===== src/rtl/rr_prio_arbiter8.sv =====
// Round-robin arbiter for 8 requesters: rotating-priority pick in IDLE, grant held
// in BUSY until the owner releases or the hold limit revokes it.
//   state | meaning
//   IDLE  | no owner; arbitrate among req starting after last_id
//   BUSY  | grant held for grant_id; hold counter running
module rr_prio_arbiter8 #(
    parameter int unsigned MAX_HOLD = 15,
    parameter int unsigned CNT_W    = 4
) (
    input  logic       clk,
    input  logic       rst,
    input  logic [7:0] req,
    output logic [7:0] grant,
    output logic [2:0] grant_id,
    output logic       grant_valid,
    output logic       timeout,
    output logic [2:0] last_id
);

    typedef enum logic {IDLE, BUSY} state_t;

    localparam logic [CNT_W-1:0] HOLD_LIMIT = CNT_W'(MAX_HOLD);
    localparam logic [CNT_W-1:0] CNT_SAT    = '1;

    state_t             state_q, state_d;
    logic [7:0]         grant_q, grant_d;
    logic [2:0]         grant_id_q, grant_id_d;
    logic               grant_valid_q, grant_valid_d;
    logic               timeout_q, timeout_d;
    logic [2:0]         last_id_q, last_id_d;
    logic [CNT_W-1:0]   hold_q, hold_d;

    logic               win_found;
    logic [2:0]         win_id;
    logic [2:0]         idx;

    // Search last_id+1 .. last_id+8; the 3-bit add gives the mod-8 wrap for free.
    always_comb begin
        win_found = 1'b0;
        win_id    = 3'd0;
        idx       = 3'd0;
        for (int i = 1; i <= 8; i++) begin
            idx = last_id_q + 3'(i);
            if (!win_found && req[idx]) begin
                win_found = 1'b1;
                win_id    = idx;
            end
        end
    end

    always_comb begin
        state_d       = state_q;
        grant_d       = grant_q;
        grant_id_d    = grant_id_q;
        grant_valid_d = grant_valid_q;
        timeout_d     = 1'b0;
        last_id_d     = last_id_q;
        hold_d        = hold_q;
        case (state_q)
            IDLE: begin
                if (win_found) begin
                    state_d       = BUSY;
                    grant_d       = 8'(1) << win_id;
                    grant_id_d    = win_id;
                    grant_valid_d = 1'b1;
                    hold_d        = CNT_W'(1);
                end
            end
            BUSY: begin
                // Release is checked first so it masks a coincident timeout.
                if (!req[grant_id_q]) begin
                    state_d       = IDLE;
                    grant_d       = 8'h00;
                    grant_valid_d = 1'b0;
                    last_id_d     = grant_id_q;
                    hold_d        = '0;
                end else if (MAX_HOLD != 0 && hold_q == HOLD_LIMIT) begin
                    state_d       = IDLE;
                    grant_d       = 8'h00;
                    grant_valid_d = 1'b0;
                    last_id_d     = grant_id_q;
                    hold_d        = '0;
                    timeout_d     = 1'b1;
                end else if (hold_q != CNT_SAT) begin
                    hold_d = hold_q + CNT_W'(1);
                end
            end
            default: state_d = IDLE;
        endcase
    end

    always_ff @(posedge clk) begin
        if (rst) begin
            state_q       <= IDLE;
            grant_q       <= 8'h00;
            grant_id_q    <= 3'd0;
            grant_valid_q <= 1'b0;
            timeout_q     <= 1'b0;
            last_id_q     <= 3'd7;
            hold_q        <= '0;
        end else begin
            state_q       <= state_d;
            grant_q       <= grant_d;
            grant_id_q    <= grant_id_d;
            grant_valid_q <= grant_valid_d;
            timeout_q     <= timeout_d;
            last_id_q     <= last_id_d;
            hold_q        <= hold_d;
        end
    end

    assign grant       = grant_q;
    assign grant_id    = grant_id_q;
    assign grant_valid = grant_valid_q;
    assign timeout     = timeout_q;
    assign last_id     = last_id_q;

endmodule


===== config.mk =====
export PLATFORM = sky130hd
export DESIGN_NAME = rr_prio_arbiter8
export DESIGN_NICKNAME = d
export VERILOG_FILES = /design/src/rtl/rr_prio_arbiter8.sv
export SDC_FILE = /design/constraint.sdc
export NUM_CORES = 1
export LEC_CHECK = 0
export ABC_AREA = 1
export CAP_MARGIN = 10
export CORE_UTILIZATION = 30
export CTS_BUF_LIST = sky130_fd_sc_hd__clkbuf_4 sky130_fd_sc_hd__clkbuf_8 sky130_fd_sc_hd__clkbuf_16
export CTS_CLUSTER_DIAMETER = 100
export DETAILED_ROUTE_END_ITERATION = 12
export PLACE_DENSITY = 0.58
export SLEW_MARGIN = 20
export SYNTH_ARGS = -nofsm -noshare
export SYNTH_HDL_FRONTEND = slang
export SYNTH_SLANG_ARGS = --single-unit

===== constraint.sdc =====
create_clock -name clk -period 3.05 [get_ports clk]
set_input_delay 0.7625 -clock clk [delete_from_list [all_inputs] [get_ports clk]]
set_output_delay 0.7625 -clock clk [all_outputs]
set_load 0.01 [all_outputs]

# After elaboration in Yosys (flattened, before gate mapping)
# Cells that the tools add are included.
[word_totals]
elab_cells = 106
regBits = 21
output_inout_bits = 16
[classes]
mux = 54
bitwise_logic = 2
reduce_logical = 19
magnitude_cmp = 9
n_eq_ne = 6
n_shift = 1
n_addsub = 8
[op_table]
columns = ["cell", "n"]
rows = [
  ["3-bit by 4-bit less-than comparator with 1-bit output (second input constant)", 9],
  ["3-bit two-way mux", 10],
  ["1-bit binary-select mux with 3-bit select", 9],
  ["1-bit two-way mux", 24],
  ["8-bit two-way mux", 3],
  ["4-bit two-way mux", 4],
  ["8-bit case mux with 2 select lines", 1],
  ["3-bit adder (second input constant)", 4],
  ["4-bit case mux with 2 select lines", 1],
  ["2-bit AND reduction", 4],
  ["1-bit by 3-bit << shifter with 8-bit output (first input constant)", 1],
  ["1-bit logical AND", 7],
  ["1-bit zero test", 7],
  ["3-bit by 2-bit adder with 3-bit output (second input constant)", 2],
  ["4-bit by 1-bit adder with 4-bit output (second input constant)", 1],
  ["4-bit equality test (second input constant)", 1],
  ["4-bit by 2-bit != test with 1-bit output (second input constant)", 1],
  ["4-bit != test (second input constant)", 1],
  ["1-bit case mux with 2 select lines", 2],
  ["3-bit by 1-bit adder with 3-bit output (second input constant)", 1],
  ["3-bit by 2-bit != test with 1-bit output (second input constant)", 1],
  ["3-bit OR reduction", 1],
  ["2-bit by 1-bit != test with 1-bit output (second input constant)", 1],
  ["2-bit != test (second input constant)", 1],
  ["1-bit NOT", 2],
]

# Longest topological paths before layout
# Gate-level depths: netlist of run 1.
[depth]
ltp_word = 28
mapped_depth = 20
depth_no_buf = 18

# Worst setup path after synthesis of run 1
# Ideal clock, no wire load.
[synth_path]
kind = "register to register"
startpoint = "register last_id_q[0] (netlist: last_id[0])"
endpoint = "register grant_q[6] (netlist: grant[6])"
path_stages_with_launch = 19
slack_ns = 0.454
period_less_slack_ns = 2.596
t_arrival_ns = 2.466
path_buffers = 2
path_cell_list = "dfxtp_1 -> inv_2 -> buf_6 -> ha_1 -> buf_2 -> inv_2 -> nand3_1 -> nand3_1 -> nand2_2 -> nor2_8 -> nand4_4 -> nor2_8 -> nand3_2 -> nand2_4 -> inv_2 -> nand2_1 -> nor2_1 -> nor2_1 -> nor2_1"
[synth_between]
elab_chain_len = 28
elab_cells_between_ends = 58
cone_classes = "7 x add/sub; 1 x eq/ne; 1 x shift; 34 x mux; 15 x reduce/logical"
[synth_rtl]
columns = ["item", "line", "text"]
rows = [
  ["start, declared", "30", "logic [2:0] last_id_q, last_id_d;"],
  ["start signal, assigned", "107", "last_id_q <= last_id_d;"],
  ["3-bit by 1-bit adder with 3-bit output", "43", "idx = last_id_q + 3'(i);"],
  ["1-bit binary-select mux with 3-bit select", "44", "if (!win_found && req[idx]) begin"],
  ["1-bit two-way mux (not written as such)", "44", ""],
  ["1-bit two-way mux", "44", ""],
  ["1-bit zero test", "44", ""],
  ["1-bit logical AND", "44", ""],
  ["1-bit two-way mux", "44", ""],
  ["1-bit zero test", "44", ""],
  ["[12 not listed]", "-", ""],
  ["1-bit logical AND", "44", ""],
  ["1-bit two-way mux", "44", ""],
  ["1-bit zero test", "44", ""],
  ["1-bit logical AND", "44", ""],
  ["3-bit two-way mux", "44", ""],
  ["1-bit by 3-bit << shifter with 8-bit output", "63", "grant_d = 8'(1) << win_id;"],
  ["8-bit two-way mux", "61", "if (win_found) begin"],
  ["8-bit case mux with 2 select lines", "59", "case (state_q)"],
  ["end signal, assigned", "103", "grant_q <= grant_d;"],
  ["end, declared", "26", "logic [7:0] grant_q, grant_d;"],
]
# Parallel ways exist; a longest one is shown, timed or not. The select of a mux whose other input is x is not followed.
# A chain may end at the register's enable or synchronous reset.

# Worst setup path in the final report of run 1
[layout_path]
startpoint = "input port req[2]"
endpoint = "register grant_q[6] (netlist: grant[6])"
[layout_between]
elab_chain_len = 27
elab_cells_between_ends = 55
cone_classes = "2 x eq/ne; 1 x shift; 37 x mux; 15 x reduce/logical"
[layout_rtl]
columns = ["item", "line", "text"]
rows = [
  ["start, declared", "12", "input logic [7:0] req,"],
  ["1-bit binary-select mux with 3-bit select", "44", ""],
  ["1-bit two-way mux (not written as such)", "44", ""],
  ["1-bit two-way mux", "44", ""],
  ["1-bit zero test", "44", ""],
  ["1-bit logical AND", "44", ""],
  ["1-bit two-way mux", "44", ""],
  ["1-bit zero test", "44", ""],
  ["1-bit logical AND", "44", ""],
  ["[11 not listed]", "-", ""],
  ["1-bit logical AND", "44", ""],
  ["1-bit two-way mux", "44", ""],
  ["1-bit zero test", "44", ""],
  ["1-bit logical AND", "44", ""],
  ["3-bit two-way mux", "44", ""],
  ["1-bit by 3-bit << shifter with 8-bit output", "63", ""],
  ["8-bit two-way mux", "61", ""],
  ["8-bit case mux with 2 select lines", "59", ""],
]
# Parallel ways exist; a longest one is shown, timed or not. The select of a mux whose other input is x is not followed.

==> impl_metrics.py, run 1 <==
metrics = {
    "outcome": {
        "status": "finished clean",
    },
    "power": {
        "p_int_mw": 1.18,
        "seq_power_share": 0.157,
        "power_leakage_nw": 1.02,
        "pwr-share-comb": 0.772,
        "switchingPower_mw": 1.50,
        "power_density_mw_per_mm2": 1240,
        "p_clk_frac": 0.071,
        "ir_drop_uv": 550,
        "swShare": 0.561,
    },
    "timing": {
        "max_freq_mhz": 375,
        "setup_ws_ps": 385,
        "final_max_slew_viol_count": 0,
        "worst_clock_skew_ps": 1.81,
        "rsz0062_at_grt": "no",
        "finalSetupViolCount": 0,
        "finalSetupTns_ps": 0,
        "fin_crit_ps": 2660,
        "period_share": 0.874,
        "worst_pin_slew_ps": 376,
        "slew_headroom": 0.749,
        "hold_viol": 0,
    },
    "clock_tree": {
        "ctsHoldBuffers": 0,
        "clockBufferDepth": 2,
        "postCtsSetupBuffers": 0,
        "cts_root_buffer": "clkbuf_8",
        "cts_tree": "built",
        "clk_pin_slew_ps": 70,
        "cts_buffers": 3,
        "cts_resized": 0,
        "clk_latency_ps": 260,
        "clock-sinks": 21,
        "h-tree-depth": 1,
    },
    "critical_path": {
        "crit_family": "simple AND/OR/NAND/NOR gates",
        "crit_arrival_ps": 2860,
        "worstPathMaxFanout": 10,
        "crit_top_cell": "nor2_1",
        "regToRegSetupSlack_ps": 470,
        "required_ps": 3250,
        "crit_chain": "clkdlybuf4s50_1, nand2_1, nand3_1, nand3_1, nand2_2, nor2_8, nand4_4, nor2_8, nand4_1, nand3_2, nand2_1, nor2_1, nor2_1, nor2_1",
        "crit_path_top_delay_cell": "clkdlybuf4s50_1",
        "path_buf_inv": 1,
        "end_kind": "register",
        "critPathKind": "in -> reg",
        "max_stage_delay_ps": 460,
        "cp-start-kind": "primary input",
    },
    "min_path": {
        "hp-class": "reg -> reg",
    },
    "die": {
        "core_area_mm2": 0.00557,
        "fp.dieArea_mm2": 0.00618,
        "die-width_um": 78.6,
        "num_rows": 27,
        "start_util": 0.316,
        "ios": 26,
        "die_y_um": 78.6,
    },
    "finish": {
        "syn2layout_area_growth_pct": 23.2,
        "num_antenna_cells": 0,
        "nets": 329,
        "layout-drive-gt1-share": 0.140,
    },
    "synth": {
        "synth_top_area_frac": 0.239,
        "postSynthAreaPerCell_um2": 6.20,
        "syn-cell-area_mm2": 0.00176,
        "ys_seq_area_frac": 0.239,
        "synthesis.nets": 297,
        "ys_ff_latch": 21,
        "async_flop_share": 0,
        "ys_warn_count": 0,
        "synthCells": 284,
        "synth_most_common_cell": "nand2_1",
        "yosysTopAreaCell": "dfxtp_1",
        "yosys-top-cells-count": "nand2_1 (90), nand3_1 (43), nor2_1 (28)",
        "synth_area_leaders": "dfxtp_1 (24%), nand2_1 (19%), nand3_1 (12%), nor2_1 (6.0%), inv_1 (4.3%)",
        "synth.distinct_cells": 34,
        "synthFlopType": "dfxtp_1",
        "synth_edf_count": 0,
    },
    "place": {
        "portBuffers": 25,
        "globalplace.congestion": 0.833,
        "dp_hpwl_mm": 3.66,
        "preCtsSetupSlack_ps": 114,
    },
    "routing": {
        "wl_per_cell_um": 12.1,
        "ant_nets": 0,
        "drt-total-wl_mm": 4.68,
        "vias_per_cell": 4.88,
        "drcViolationCount": 0,
        "dr.pass1.iters": 4,
        "drtIter0Drc": 117,
        "vias": 1888,
    },
    "grt": {
        "grt_max_degree": 16,
        "grtUsageTotal": 0.156,
        "overflow": 0,
        "grt_antenna_before_repair": 0,
        "grt_first_pass_wirelength_mm": 7.82,
        "grt_pass1_vias": 1661,
    },
    "run": {
        "cap_violations": 0,
    },
}
[metal layers]
layer / part of all wire / GRT usage
met5: 0 / 0
met4: 0.0041 / 0.0315
met3: 0.057 / 0.0174
met2: 0.45 / 0.268
met1: 0.48 / 0.208
[cells by family (layout without fill, tap and decap cells)]
family	after synthesis	in the layout	synth area share
AND/OR/NAND/NOR	191	191	0.522
buffers and inverters	35	66	0.0853
AO/OA/AOI/OAI	29	29	0.104
flip-flops	21	21	0.239
XOR/XNOR	5	5	0.0291
adder cells (fa/ha/maj)	3	3	0.0213
[final cells by class]
type | instances | area, um^2
Fill cell | 607 | 3400
Multi-Input combinational cell | 228 | 1190
Inverter | 29 | 110
Clock buffer | 4 | 48.8
Timing Repair Buffer | 33 | 310
Sequential cell | 21 | 420
Tap cell | 72 | 90.1
[placed cells by master (no fill, tap or decap)]
cell	netlist	layout
nand2_1	90	90
nand3_1	43	43
nor2_1	28	28
clkdlybuf4s50_1	0	25
dfxtp_1	21	21
inv_1	20	20
a21oi_1	12	12
nand4_1	9	9
inv_2	8	8
buf_4	2	8
nand2_2	6	6
nand3_2	6	6
xnor2_1	3	3
o21ai_0	3	3
o211ai_1	3	3
ha_1	3	3
clkbuf_8	0	3
nand2_4	2	2
nor2_8	2	2
o21bai_1	2	2
nor3_1	2	2
nor2_2	2	2
a21oi_2	2	2
o21ai_1	2	2
xor2_1	1	1
o21ai_2	1	1
xnor2_2	1	1
nand4_4	1	1
a32o_1	1	1
clkinv_2	1	1
a32oi_1	1	1
o31ai_1	1	1
a211oi_1	1	1
clkbuf_4	0	1
[flip-flops by register name, summed over array words and instances (netlist names)]
name	flops
grant	8
hold_q	4
grant_id	3
last_id	3
grant_valid	1
state_q	1
timeout	1
[per-stage QoR]
step	hold WS, ps	total power, mW	area, um^2	instances	util
floorplan	459	1.96	1760	284	-
global placement	461	2.50	2120	383	0.380
detailed placement	460	2.49	2120	383	0.380
CTS	477	2.69	2170	387	0.389
global route	484	2.99	2170	387	0.389
finish	472	2.68	2170	387	0.389
[worst min-delay path: cells and delay by family, from the launching register on]
family / cells / cell delay [ps]
AO/OA/AOI/OAI: 1 / 50
flip-flops: 1 / 320
AND/OR/NAND/NOR: 1 / 60
[power groups by stage]
stage / clock [mW] / sequential [mW] / combinational, mW
detailed placement: 0 / 0.425 / 2.06
global placement: 0 / 0.425 / 2.07
CTS: 0.194 / 0.419 / 2.08
global route: 0.204 / 0.429 / 2.36
floorplan: 0 / 0.441 / 1.52
finish: 0.190 / 0.420 / 2.07
[worst paths after layout]
kind / startpoint / to / cells after the start
worst max-delay path: req[2] / grant[6]$_SDFFE_PP0P_ / 14
worst min-delay path: grant[4]$_SDFFE_PP0P_ / grant[4]$_SDFFE_PP0P_ / 2
worst max register to register: last_id[0]$_SDFFE_PP1P_ / grant[6]$_SDFFE_PP0P_ / 15
worst min register to register: grant[4]$_SDFFE_PP0P_ / grant[4]$_SDFFE_PP0P_ / 2
No activity file was read; power rests on OpenSTA's default activity.
==> run 2, diff against run 1 <==
Settings changed: HOLD_SLACK_MARGIN set to 0.06, MAX_ROUTING_LAYER set to met4.
==> impl_metrics.py, run 2 (same netlist as run 1, synthesis figures left out) <==
metrics = {
    "finish": {
        "final_common_cell": "nand2_1",
        "layout-drive-gt1-share": 0.140,
        "syn2layout_area_growth_pct": 23.2,
        "largest_register_ffs": 8,
        "final_cell_mix": "nand2_1 (90), nand3_1 (43), nor2_1 (28)",
        "utilization": 0.389,
        "nets": 329,
        "num_antenna_cells": 0,
        "final_area_mm2": 0.00217,
    },
    "timing": {
        "finalSetupViolCount": 0,
        "slew_headroom": 0.749,
        "rsz0062_at_grt": "no",
        "max_freq_mhz": 375,
        "period_share": 0.875,
        "finalSetupTns_ps": 0,
        "worst_pin_slew_ps": 376,
        "fin_crit_ps": 2670,
        "final_max_slew_viol_count": 0,
        "hold_viol": 0,
        "worst_clock_skew_ps": 2.17,
    },
    "critical_path": {
        "end_kind": "register",
        "required_ps": 3250,
        "reg2reg_depth": 15,
        "crit_arrival_ps": 2860,
        "critPathKind": "in -> reg",
        "cp-start-kind": "primary input",
        "worstPathMaxFanout": 10,
    },
    "routing": {
        "vias": 1894,
        "drtIter0Drc": 120,
        "drt-total-wl_mm": 4.72,
        "vias_per_cell": 4.89,
        "ant_nets": 0,
        "drcViolationCount": 0,
        "wl_per_cell_um": 12.2,
        "dr.pass1.iters": 4,
    },
    "die": {
        "core_area_mm2": 0.00557,
        "num_rows": 27,
        "start_util": 0.316,
        "fp.dieArea_mm2": 0.00618,
        "die-width_um": 78.6,
        "die_y_um": 78.6,
        "ios": 26,
    },
    "clock_tree": {
        "clk_latency_ps": 260,
        "clock-sinks": 21,
        "h-tree-depth": 1,
        "cts_root_buffer": "clkbuf_8",
        "clockBufferDepth": 2,
        "postCtsSetupBuffers": 0,
        "clk_pin_slew_ps": 70,
        "cts_buffers": 3,
        "ctsHoldBuffers": 0,
        "cts_resized": 0,
        "cts_tree": "built",
    },
    "place": {
        "placed_cell_area_mm2": 0.00212,
        "globalplace.congestion": 0.846,
        "dp_hpwl_mm": 3.66,
        "portBuffers": 25,
    },
    "run": {
        "cap_violations": 0,
    },
    "grt": {
        "overflow": 0,
        "grt_max_degree": 16,
        "grt_first_pass_wirelength_mm": 7.80,
        "grt_antenna_before_repair": 0,
        "grtUsageTotal": 0.160,
        "grt_pass1_vias": 1663,
    },
    "outcome": {
        "status": "finished clean",
    },
    "min_path": {
        "hp-class": "reg -> reg",
        "hold_depth": 2,
    },
    "power": {
        "power_leakage_nw": 1.02,
        "ir_drop_uv": 550,
        "power_density_mw_per_mm2": 1240,
    },
}
==> run 2: power by group <==
part           total [mW]  switching [mW]  internal, mW  leakage [nW]
clock               0.191          0.0889         0.102        0.0262
combinational        2.07            1.35         0.725         0.819
sequential          0.420          0.0693         0.351         0.172
total                2.68            1.50          1.18          1.02
==> run 2: layout make-up <==
class / instances / area [um^2]
Fill cell: 607 / 3400
Multi-Input combinational cell: 228 / 1190
Sequential cell: 21 / 420
Timing Repair Buffer: 33 / 310
Inverter: 29 / 110
Tap cell: 72 / 90.1
Clock buffer: 4 / 48.8
==> run 2: path summary, 6_finish.rpt <==
kind	from	end	slack, ps
max	req[2]	grant[6]$_SDFFE_PP0P_	380
min	grant[4]$_SDFFE_PP0P_	grant[4]$_SDFFE_PP0P_	470
max reg2reg	last_id[0]$_SDFFE_PP1P_	grant[6]$_SDFFE_PP0P_	470
min reg2reg	grant[4]$_SDFFE_PP0P_	grant[4]$_SDFFE_PP0P_	470
==> run 2: through the flow <==
| stage | setup slack (ps) | hold slack [ps] | power (mW) | std cells |
|---|---|---|---|---|
| global placement | 110 | 461 | 2.50 | 383 |
| detailed placement | 114 | 460 | 2.49 | 383 |
| finish | 383 | 472 | 2.68 | 387 |
| global route | 93.6 | 484 | 2.99 | 387 |
| CTS | 368 | 477 | 2.69 | 387 |
| floorplan | 454 | 459 | 1.96 | 284 |
==> run 2: routing by layer <==
| metal | wire length (um) | vias to the layer above | GRT usage |
|---|---|---|---|
| met5 | 0 | - | - |
| met4 | 19 | 0 | 0.0315 |
| met3 | 261 | 2 | 0.0174 |
| met2 | 2140 | 48 | 0.269 |
| met1 | 2290 | 847 | 0.207 |
| li1 | - | 997 | - |
==> run 2: worst max-delay path, cell delays in order <==
cell and delay (ps):
clkdlybuf4s50_1 460, nand2_1 120, nand3_1 100, nand3_1 150
nand2_2 140, nor2_8 180, nand4_4 150, nor2_8 190
nand4_1 160, nand3_2 160, nand2_1 70, nor2_1 100
nor2_1 50, nor2_1 80
